`config.mk`:
```
export PLATFORM = sky130hd
export DESIGN_NAME = period_meter
export DESIGN_NICKNAME = d
export VERILOG_FILES = /design/src/rtl/period_meter.sv
export SDC_FILE = /design/constraint.sdc
export NUM_CORES = 1
export LEC_CHECK = 0
export ABC_AREA = 1
export BUFFER_PORTS_ARGS = -buffer_cell sky130_fd_sc_hd__buf_2
export CAP_MARGIN = 15
export CORE_ASPECT_RATIO = 1.5
export CORE_MARGIN = 3
export CORE_UTILIZATION = 62
export DETAILED_ROUTE_END_ITERATION = 8
export PLACE_DENSITY = 0.9
export SLEW_MARGIN = 20
export SYNTH_ARGS = -nofsm -noshare
export SYNTH_HDL_FRONTEND = slang
export SYNTH_SLANG_ARGS = --single-unit
```
`constraint.sdc`:
```
create_clock -name iClk -period 2.7 [get_ports iClk]
set_clock_uncertainty 0.05 [all_clocks]
set_input_delay 0.135 -clock iClk [delete_from_list [all_inputs] [get_ports iClk]]
set_output_delay 0.135 -clock iClk [all_outputs]
set_load 0.005 [all_outputs]
```
`src/rtl/period_meter.sv`:
```
// Tone period meter: counts iClk cycles between synchronized rising edges of iSig.
// Optional PERIOD_AVG4_EN averages four consecutive periods before reporting.
module period_meter #(
    parameter int          CNT_W   = 24,
    parameter int unsigned TIMEOUT = 16777215
) (
    input  logic             iClk,
    input  logic             iReset_n,
    input  logic             iSig,
    input  logic             iEn,
    output logic [CNT_W-1:0] oPeriod,
    output logic             oValid,
    output logic             oTimeout,
    output logic             oBusy
);

    typedef enum logic [1:0] {
        IDLE,
        ARM,
        MEASURE
    } state_t;

    localparam logic [CNT_W-1:0] TO_LAST = CNT_W'(TIMEOUT - 1);

    state_t           state_q, state_d;
    logic [CNT_W-1:0] count_q, count_d;
    logic [CNT_W-1:0] period_q, period_d;
    logic             s1_q, s2_q, s3_q;
    logic             rise_q, rise_d;
    logic             valid_q, valid_d;
    logic             timeout_q, timeout_d;
    logic             busy_q, busy_d;
    logic             meas_done;
    logic [CNT_W-1:0] meas_val;
    logic             grp_clr;

`ifdef PERIOD_AVG4_EN
    logic [CNT_W+1:0] acc_q, acc_d, acc_sum;
    logic [1:0]       idx_q, idx_d;
`endif

    always_comb begin
        state_d   = state_q;
        count_d   = count_q;
        period_d  = period_q;
        timeout_d = timeout_q;
        valid_d   = 1'b0;
        rise_d    = s2_q & ~s3_q;
        meas_done = 1'b0;
        grp_clr   = 1'b0;
        meas_val  = count_q + 1'b1;

        if (!iEn) begin
            state_d = IDLE;
            count_d = '0;
            grp_clr = 1'b1;
        end else begin
            unique case (state_q)
                IDLE: begin
                    count_d = '0;
                    state_d = ARM;
                end
                ARM: begin
                    if (rise_q) begin
                        count_d = '0;
                        state_d = MEASURE;
                    end
                end
                MEASURE: begin
                    // A rise on the last allowed cycle still counts as a measurement.
                    if (rise_q) begin
                        meas_done = 1'b1;
                        timeout_d = 1'b0;
                        count_d   = '0;
                    end else if (count_q == TO_LAST) begin
                        timeout_d = 1'b1;
                        count_d   = '0;
                        state_d   = ARM;
                        grp_clr   = 1'b1;
                    end else begin
                        count_d = count_q + 1'b1;
                    end
                end
                default: begin
                    state_d = IDLE;
                    count_d = '0;
                end
            endcase
        end

`ifdef PERIOD_AVG4_EN
        acc_d   = acc_q;
        idx_d   = idx_q;
        acc_sum = acc_q + {2'b00, meas_val};
        if (grp_clr) begin
            acc_d = '0;
            idx_d = '0;
        end else if (meas_done) begin
            if (idx_q == 2'd3) begin
                period_d = acc_sum[CNT_W+1:2];
                valid_d  = 1'b1;
                acc_d    = '0;
                idx_d    = '0;
            end else begin
                acc_d = acc_sum;
                idx_d = idx_q + 2'd1;
            end
        end
`else
        if (meas_done && !grp_clr) begin
            period_d = meas_val;
            valid_d  = 1'b1;
        end
`endif

        busy_d = (state_d != IDLE);
    end

    always_ff @(posedge iClk or negedge iReset_n) begin
        if (!iReset_n) begin
            state_q   <= IDLE;
            count_q   <= '0;
            period_q  <= '0;
            s1_q      <= 1'b0;
            s2_q      <= 1'b0;
            s3_q      <= 1'b0;
            rise_q    <= 1'b0;
            valid_q   <= 1'b0;
            timeout_q <= 1'b0;
            busy_q    <= 1'b0;
`ifdef PERIOD_AVG4_EN
            acc_q     <= '0;
            idx_q     <= '0;
`endif
        end else begin
            state_q   <= state_d;
            count_q   <= count_d;
            period_q  <= period_d;
            s1_q      <= iSig;
            s2_q      <= s1_q;
            s3_q      <= s2_q;
            rise_q    <= rise_d;
            valid_q   <= valid_d;
            timeout_q <= timeout_d;
            busy_q    <= busy_d;
`ifdef PERIOD_AVG4_EN
            acc_q     <= acc_d;
            idx_q     <= idx_d;
`endif
        end
    end

    assign oPeriod  = period_q;
    assign oValid   = valid_q;
    assign oTimeout = timeout_q;
    assign oBusy    = busy_q;

endmodule
```
Word level (Yosys, flattened, before mapping). Index checks and enable logic that the tools add are counted.

Register bits after elaboration: 57. Bits of input ports: 4. Logic and storage cells: 43.

Bitwise gates (word level): 2. Multiplexer cells: 20. Reduce and logical (&&, ||, !) cells: 6. Equality and inequality tests: 4. $add $sub $neg: 1.

Operator list (number): 2-to-1 mux 24 bit (4); case mux 24 bit (2 select lines) (1); adder 24 x 1 -> 24 bit, second input constant (1); == test 24 bit, second input constant (1); 2-to-1 mux 1 bit (10); 2-to-1 mux 2 bit (4); case mux 2 bit (3 select lines) (1); nonzero test 2 bit (2); != test 3 bit, second input constant (1); AND reduction 3 bit (1); == test 2 x 1 -> 1 bit, second input constant (1); == test 2 bit, second input constant (1); zero test 2 bit (1); AND 1 bit (1); logical AND 1 bit (1); zero test 1 bit (1); NOT 1 bit (1).

Logic depth before layout (Yosys ltp). Gate-level depths: netlist (run 1).

Depth after elaboration: 8. Depth in mapped cells: 12.

Least setup slack after synthesis (run 1). OpenSTA, ideal clock, no wires.

Kind: register to register. Start: register count_q[0]. End: register count_q[19]. Data arrival time: 1315 ps. Path slack: 1218 ps. Required time: 2534 ps. Library setup time: 116 ps. Cell stages (with the launch flop): 13. Path through: dfrtp_1 inv_1 ha_1 inv_1 nor2_1 nand2_1 nor2_1 nand2_1 nand3_2 buf_6 inv_2 nand2_1 nand2_1.

Cells in the longest elaborated chain, start to end: 5. Elaborated cells between the ends (all ways): 6.

Ends and longest elaborated chain: start, declared (RTL line 26) `logic [CNT_W-1:0] count_q, count_d;`; start signal, assigned (RTL line 137) `count_q <= count_d;`; adder 24 x 1 -> 24 bit / == test 24 bit (equally long branches) (RTL line 81, 75); 2-to-1 mux 24 bit (*) (RTL line 75) `end else if (count_q == TO_LAST) begin`; 2-to-1 mux 24 bit (*) (RTL line 71) `if (rise_q) begin`; case mux 24 bit (2 select lines) (*) (RTL line 58) `unique case (state_q)`; 2-to-1 mux 24 bit (*) (RTL line 53) `if (!iEn) begin`.

Mark *: on every way between the ends. The rest lies on a longest branch, timed or not. A chain may end at the register's enable or synchronous reset.

Final worst setup path (run 1).
Start: register state_q[0]. End: register period_q[2] (netlist: oPeriod[2]).

Cells in the longest elaborated chain, start to end: 5. Elaborated cells between the ends (all ways): 7.

Ends and longest elaborated chain: start, declared (RTL line 25) `state_t state_q, state_d;`; start signal, assigned (RTL line 136) `state_q <= state_d;`; == test 2 bit (*) (RTL line 58); 2-to-1 mux 1 bit (RTL line 58); 2-to-1 mux 1 bit (RTL line 53); zero test 1 bit (RTL line 110) `if (meas_done && !grp_clr) begin`; logical AND 1 bit (*) (RTL line 110); end signal, assigned (RTL line 138) `period_q <= period_d;`; end, declared (RTL line 27) `logic [CNT_W-1:0] period_q, period_d;`.

Marks and branches as above.

==> flow_summary.ini, run 1 <==
[drt]
drt_iter0_drc = 116
vias_per_cell = 5.36
drc = 0
routed_wirelength_um = 5880
wl_per_cell_um = 13.7
first_pass_iters = 5
ant_nets = 0
vias = 2300

[logic_synthesis]
ys_top_cells_by_area = dfrtp_1 (52%), nand2_1 (17%), o21ai_0 (4.9%), nor2_1 (3.8%), inv_1 (3.4%)
synth_top_area_frac = 0.518
avgSynthCellArea_um2 = 8.08
synth_most_common_cell = nand2_1
ys_seq_elements = 57
yosys_warnings = 0
synth-edff-count = 0
synthCells = 341
synth_largest_area_cell = dfrtp_1
synthFlopType = dfrtp_1
async_flop_share = 1.00
synth-seq-area-share = 0.518
synthesis.nets = 347
synth_common_cells = nand2_1 (123), dfrtp_1 (57), nor2_1 (28)
syn_area_um2 = 2760
netlist-cell-type-count = 24

[layout]
drive_above_1_share = 0.162
num_antenna_cells = 0
n_fill_cell = 335
fin_cells = 429
area_growth_pct = 13.2
layout.nets = 384

[global_route]
grt_util_all_layers = 0.264
grt_pass1_vias = 2302
grt_first_pass_wirelength_um = 10200
overflow = 0
antenna_found_initial = 0
grt_max_degree = 58

[sta]
hold_violations = 0
final-max-slew-violation-count = 0
rsz0062_at_grt = no
fin_setup_tns_ns = 0
setup_violations = 0
fin_crit_sh = 0.702
min_period_ns = 1.90
slew_headroom = 0.536
max_freq_mhz = 527
worstMarginPinSlew_ns = 0.696

[worst_setup_path]
reg2reg_slack_ns = 0.80
worstPathMaxFanout = 24
crit_start = state_q[0]
end_kind = register
crit_required_ns = 2.90
path_class = register to register
setup.worst_path.end = oPeriod[2]
worstReg2RegStart = state_q[0]
startpoint_type = register
rr_worst_depth = 6
critPathArrivalTime_ns = 2.09
r2r-end = oPeriod[2]

[place]
globalplace.congestion = 0.911
hpwl_um = 4090
io_buffers = 30
dpl.cell_count = 411

[clock_tree]
clk_pin_slew_ns = 0.07
cts-root-buf = clkbuf_8
post_cts_buffers = 0
clkSinkCount = 57
clk_latency_ns = 0.34
cts_buffers = 9
h-tree-depth = 3
cts_tree = built
clock_path_buffers = 2

[floorplanning]
die_area_um2 = 5300
coreArea_um2 = 4250
io_pins = 31
die_y_um = 87.6
die_x_um = 60.4
start_util = 0.649
rows = 29

[power]
powerDensity_nw_per_um2 = 517
p_leak_nw = 1.45
peakVddDrop_mv = 0.628

[run_status]
outcome = finished clean

[hold_path]
min_path_type = primary input to register
hp-start = iEn

[run]
drv_cap = 0
[sequential cells by signal, indices dropped and copies added (netlist names)]
| name | count |
|---|---|
| count_q | 24 |
| oPeriod | 24 |
| state_q | 2 |
| oBusy | 1 |
| oTimeout | 1 |
| oValid | 1 |
| rise_q | 1 |
| s1_q | 1 |
| s2_q | 1 |
| s3_q | 1 |
[layer usage]
layer,global-route usage,up-vias,wire (µm)
met4,0.140,0,189
li1,-,1151,-
met1,0.296,1064,2300
met3,0.0841,17,312
met5,0,-,0
met2,0.441,68,3080
[how the worst min path moves through the flow]
stage	endpoint	slack, ns	depth (start not counted)
after floorplan	count_q[0]	-0.21	0
after global placement	s1_q	0.19	1
after detailed placement	s1_q	0.20	1
after CTS	state_q[1]	0.12	5
after global routing	state_q[1]	0.18	5
final	state_q[1]	0.15	5
[cell families (layout without fill, tap and decap cells)]
group                    count (synthesis)  count (layout)  synth area share
AND/OR/NAND/NOR                        188             188             0.292
adder cells (fa/ha/maj)                  2               2           0.00908
XOR/XNOR                                14              14            0.0445
buffers and inverters                   34              76            0.0504
flip-flops                              57              57             0.518
AO/OA/AOI/OAI                           46              46            0.0858
[timing repair]
item | CTS | global route
setup endpoints to repair | 0 | 0
gates resized for setup | 0 | 0
hold buffers | 2 | 0
hold endpoints to repair | 58 | 0
[cell usage in the layout, fill, tap and decap left out]
master / count
nand2_1: 123
clkinv_2: 4
or2_2: 1
dlygate4sd3_1: 2
inv_2: 1
o21ai_1: 15
o22ai_1: 1
nand4_1: 4
o21bai_1: 2
xor2_1: 7
clkinvlp_4: 2
nand3_1: 18
inv_1: 25
nor2_2: 5
dfrtp_1: 57
clkbuf_8: 9
nand3b_1: 1
buf_4: 2
nor2_1: 28
nand3_2: 1
clkbuf_1: 1
ha_1: 2
nor2_4: 5
xnor2_1: 7
nand2_2: 2
buf_2: 30
a21oi_1: 1
o21ai_0: 27
[layout make-up]
cell class	count	area, µm²	area share
sequential	57	1430	0.457
multi-input combinational	250	1190	0.381
timing repair buffer	34	185	0.0594
clock buffer	10	128	0.0409
inverter	26	97.6	0.0313
tap	46	57.6	0.0185
clock inverter	6	35.0	0.0112
[critical path: stages (launching register included)]
cell	delay (ns)
dfrtp_1	0.37
inv_1	0.07
nand2_1	0.10
nor2_4	0.16
nand2_1	0.42
buf_4	0.39
o21ai_0	0.23
[where the power goes]
part / internal [mW] / switching, mW
Clock: 0.325 / 0.342
Combinational: 0.0193 / 0.0484
Sequential: 0.869 / 0.00850
[metrics by stage]
stage / power, mW / worst slack, ns / hold WS, ns / util / instance area (µm²)
after floorplan: 0.921 / 1.22 / -0.211 / - / 2760
after global placement: 0.955 / 0.875 / 0.193 / 0.692 / 2940
after detailed placement: 0.958 / 0.824 / 0.202 / 0.692 / 2940
after CTS: 1.63 / 0.792 / 0.120 / 0.735 / 3120
after global routing: 1.67 / 0.634 / 0.179 / 0.735 / 3120
final: 1.61 / 0.804 / 0.145 / 0.735 / 3120
(Power assumes the default switching activity.)
==> run 2: changes to the inputs <==
CORE_UTILIZATION = 52   (was 62)
PLACE_DENSITY = 0.81   (was 0.9)
clock period = 1.72 ns   (was 2.7 ns; I/O delays follow)
==> run 2 against run 1 <==
Clock-buffer cell count is 2 higher; critical path depth rose by 6; sequential cell count unchanged; worst hold slack worse by 0.048 ns; cell count rose by 6.8%; worst setup slack got worse by 0.69 ns; sequential share of layout area down 2.1 points; utilization is 7.6 points lower; clock power is 84% higher; global-route usage decreased by 4.5 points; cell area rose by 4.9%.
==> flow_summary.ini, run 2 (synthesis results as in run 1) <==
[worst_setup_path]
path_common_cell = nand2_1
cp_top_family = simple AND/OR/NAND/NOR gates
end_kind = register
path_class = register to register
reg2reg_slack_ns = 0.11
cp_cell_sequence = inv_2 -> ha_2 -> inv_1 -> nor2_1 -> nand2_1 -> nor2_1 -> nand2_1 -> nand3_2 -> buf_6 -> inv_2 -> nand2_1 -> nand2_1
slowest_delay_ns = 0.40
crit_required_ns = 1.90
rr_worst_depth = 12
critPathBufInv = 4
critPathArrivalTime_ns = 1.79
cpMaxStageDelayCell = dfrtp_1
worstReg2RegStart = count_q[0]
worstPathMaxFanout = 5
startpoint_type = register
r2r-end = count_q[20]

[sta]
worst_slack_ns = 0.111
final-max-slew-violation-count = 0
min_period_ns = 1.61
worstMarginPinSlew_ns = 0.503
setup_violations = 0
max_freq_mhz = 621
hold_violations = 0
fin_crit_sh = 0.936
slew_headroom = 0.664

[power]
peakVddDrop_mv = 0.652
swShare = 0.215
p_int_mw = 2.14
p_switching_mw = 0.584
p_leak_nw = 1.51
p_clk_frac = 0.453
p_seq_frac = 0.506
combPwrFrac = 0.041
powerDensity_nw_per_um2 = 832

[floorplanning]
io_pins = 31
start_util = 0.555
coreArea_um2 = 4960
rows = 31
die_area_um2 = 6230
die_y_um = 95.2
die_x_um = 65.4

[clock_tree]
cts_buffers = 9
clk_pin_slew_ns = 0.06
clkSinkCount = 57
clk_latency_ns = 0.34
cts-root-buf = clkbuf_8
h-tree-depth = 3
cts_tree = built
clock_path_buffers = 2

[layout]
num_antenna_cells = 0
layout.nets = 394
drive_above_1_share = 0.194
final_cell_mix = nand2_1 (122), dfrtp_1 (56), buf_2 (31)
multi_input_area_um2 = 1200
n_fill_cell = 455
regArea_um2 = 1430
fin_cells = 458
area_growth_pct = 18.7
layout.cells.most_common = nand2_1

[place]
place_ws_ns = 0.0883
dpl.cell_count = 439
hpwl_um = 4420
io_buffers = 30
globalplace.congestion = 0.940

[global_route]
grt_util_all_layers = 0.220
grt_first_pass_wirelength_um = 10200
antenna_found_initial = 0
grt_max_degree = 29
overflow = 0
grt_pass1_vias = 2301

[drt]
ant_nets = 0
first_pass_iters = 4
drc = 0
wl_per_cell_um = 13.2
vias_per_cell = 5.09
routed_wirelength_um = 6030
vias = 2330
drt_iter0_drc = 147

[run]
drv_cap = 0

[hold_path]
min_path_type = primary input to register
whs_path_depth = 5
whs_endpoint = state_q[1]
hp-start = iEn

[run_status]
outcome = finished clean
## run 2: through the flow
stage	setup TNS [ns]	cell area [µm²]	util	total power, mW	hold slack [ns]
after CTS	0	3240	0.652	2.75	0.0894
after global placement	0	3020	0.609	1.51	0.0236
after detailed placement	0	3020	0.609	1.51	0.0343
after floorplan	0	2760	-	1.45	-0.260
final	0	3270	0.659	2.72	0.0970
after global routing	-0.141	3270	0.659	2.84	0.133
## run 2: worst register-to-register path, stage by stage (launching register included)
cell     delay (ns)
dfrtp_1        0.40
inv_2          0.07
ha_2           0.19
inv_1          0.04
nor2_1         0.09
nand2_1        0.06
nor2_1         0.11
nand2_1        0.10
nand3_2        0.12
buf_6          0.13
inv_2          0.04
nand2_1        0.05
nand2_1        0.05
## run 2: final cells by class
class                      count  share of cell area
clock buffer                  12              0.0474
timing repair buffer          44              0.0811
inverter                      26              0.0298
multi-input combinational    250               0.368
clock inverter                 3              0.0122
tap                           66              0.0252
sequential                    57               0.436
## run 2: worst max path at each step
stage,startpoint,endpoint,slack [ns],depth (start not counted)
3_3_place_gp,count_q[0],count_q[19],0.15,12
6_report,count_q[0],count_q[20],0.11,12
3_5_place_dp,count_q[0],count_q[19],0.09,12
5_1_grt,count_q[0],count_q[18],-0.03,12
4_1_cts,count_q[0],count_q[20],0.08,12
2_1_floorplan,count_q[0],count_q[19],0.24,12
## run 2: power groups by stage
stage	sequential (mW)	clock, mW	combinational, mW
after CTS	1.38	1.26	0.114
final	1.38	1.23	0.113
after detailed placement	1.40	0	0.110
after floorplan	1.40	0	0.0458
after global placement	1.40	0	0.108
after global routing	1.38	1.33	0.130
## run 2: metal layers
layer	global-route usage	up-vias	part of all wire
met5	0	-	0
met4	0.106	0	0.024
met3	0.0613	16	0.054
met2	0.376	50	0.52
met1	0.251	1090	0.40
li1	-	1174	-
## run 2: repair_timing
item	CTS	global route
buffers inserted	0	1
resized for setup	0	9
endpoints found under the hold margin	22	0
endpoints found under the setup margin	0	20
hold buffers	2	0
==> run 3: changes to the inputs <==
BUFFER_PORTS_ARGS = -buffer_cell sky130_fd_sc_hd__buf_4   (was -buffer_cell sky130_fd_sc_hd__buf_2)
CELL_PAD_IN_SITES_DETAIL_PLACEMENT = 1   (was not set)
CELL_PAD_IN_SITES_GLOBAL_PLACEMENT = 2   (was not set)
CORE_UTILIZATION = 31   (was 52)
==> run 3 against run 2 <==
Sequential cell count unchanged; first-iteration DRC count down 46%; sequential share of layout area decreased by 3.6 points; global-route usage down 5.7 points; utilization shrank 24 points; worst setup slack got worse by 0.052 ns; cell area grew 9.3%; worst hold slack better by 0.0099 ns; clock power is 29% higher; cell count increased by 9.4%; wire length increased by 27%.
==> flow_summary.ini, run 3 (synthesis results as in run 1) <==
[global_route]
grt_pass1_vias = 2600
antenna_found_initial = 0
grt_max_degree = 58
overflow = 0
grt_util_all_layers = 0.163
grt_first_pass_wirelength_um = 12700

[power]
powerDensity_nw_per_um2 = 867
p_leak_nw = 1.59
peakVddDrop_mv = 0.501

[place]
dpl.cell_count = 479
postPlaceCellArea_um2 = 3150
globalplace.congestion = 0.821
io_buffers = 30
hpwl_um = 5410

[worst_setup_path]
reg2reg_slack_ns = 0.06
crit_required_ns = 1.92
path_class = register to register
startpoint_type = register
end_kind = register
worstPathMaxFanout = 10
critPathArrivalTime_ns = 1.86

[drt]
vias = 2384
ant_nets = 0
wl_met1_um = 3000
vias_per_cell = 4.76
drt_iter0_drc = 79
drc = 0
first_pass_iters = 4
wl_per_cell_um = 15.2
routed_wirelength_um = 7640
routed-wl-met2_um = 4200
wl_met3_um = 191
top_layer_used = met4

[clock_tree]
clk_latency_ns = 0.34
cts-root-buf = clkbuf_16
h-tree-depth = 3
clk_pin_slew_ns = 0.05
cts_buffers = 9
clock_path_buffers = 2
cts_tree = built
clkSinkCount = 57

[floorplanning]
die_y_um = 121
die_area_um2 = 10100
io_pins = 31
start_util = 0.324
die_x_um = 83.0
rows = 41
coreArea_um2 = 8520

[run_status]
outcome = finished clean

[sta]
worstMarginPinSlew_ns = 0.739
setup_violations = 0
max_freq_mhz = 602
final-max-slew-violation-count = 0
hold_violations = 0
fin_setup_tns_ns = 0
slew_headroom = 0.508
min_period_ns = 1.66
fin_crit_sh = 0.966

[layout]
n_fill_cell = 1054
fin_cells = 501
final_cell_mix = nand2_1 (122), dfrtp_1 (53), buf_4 (40)
layout.cells.most_common = nand2_1
layout.nets = 396
num_antenna_cells = 0
drive_above_1_share = 0.201
area_growth_pct = 29.7
multi_input_area_um2 = 1240
fin_area_um2 = 3570
regArea_um2 = 1430

[hold_path]
min_path_type = primary input to register

[run]
drv_cap = 0
[run 3: worst paths after layout]
kind,endpoint,start,cells past startpoint
max,count_q[7],count_q[1],10
min,state_q[1],iEn,5
max reg2reg,count_q[7],count_q[1],10
min reg2reg,s2_q,s1_q,0
max in group asynchronous,count_q[1],iReset_n,2
min in group asynchronous,count_q[11],iReset_n,2
[run 3: cell type report]
| cell class | count | area share |
|---|---|---|
| clock buffer | 15 | 0.0721 |
| inverter | 26 | 0.0273 |
| multi-input combinational | 250 | 0.348 |
| sequential | 57 | 0.401 |
| tap | 107 | 0.0375 |
| timing repair buffer | 46 | 0.115 |
[run 3: stage by stage]
| stage | util | hold slack [ns] | setup slack, ns | power [mW] |
|---|---|---|---|---|
| after floorplan | - | -0.260 | 0.238 | 1.45 |
| after CTS | 0.403 | 0.106 | 0.00129 | 3.14 |
| after global routing | 0.420 | 0.130 | -0.0362 | 3.22 |
| final | 0.420 | 0.107 | 0.0588 | 3.10 |
| after global placement | 0.370 | 0.146 | 0.0919 | 1.52 |
| after detailed placement | 0.370 | 0.147 | 0.0470 | 1.53 |
[run 3: power by group]
part	leakage [nW]	switching, mW	internal [mW]
sequential	0.772	0.0125	1.37
clock	0.124	0.582	1.00
combinational	0.691	0.0830	0.0490
[run 3: what timing repair did]
item | 4_1_cts | 5_1_grt
resized for setup | 1 | 17
pin swaps | 0 | 3
hold endpoints to repair | 58 | 0
hold buffers | 2 | 0
setup endpoints to repair | 3 | 29
buffers inserted | 0 | 3
cloned | 0 | 2
[run 3: critical path, stage by stage (launching register included)]
cell	delay [ns]
dfrtp_2	0.43
buf_12	0.14
ha_4	0.15
inv_1	0.05
nor2_1	0.04
nand2_1	0.07
nor2_1	0.05
nand2_1	0.11
nand3_4	0.13
clkbuf_16	0.20
o21ai_0	0.16
[run 3: metal layers]
metal	vias up	global-route usage
met2	27	0.294
met4	0	0.0992
li1	1171	-
met5	-	0
met1	1167	0.173
met3	19	0.0326
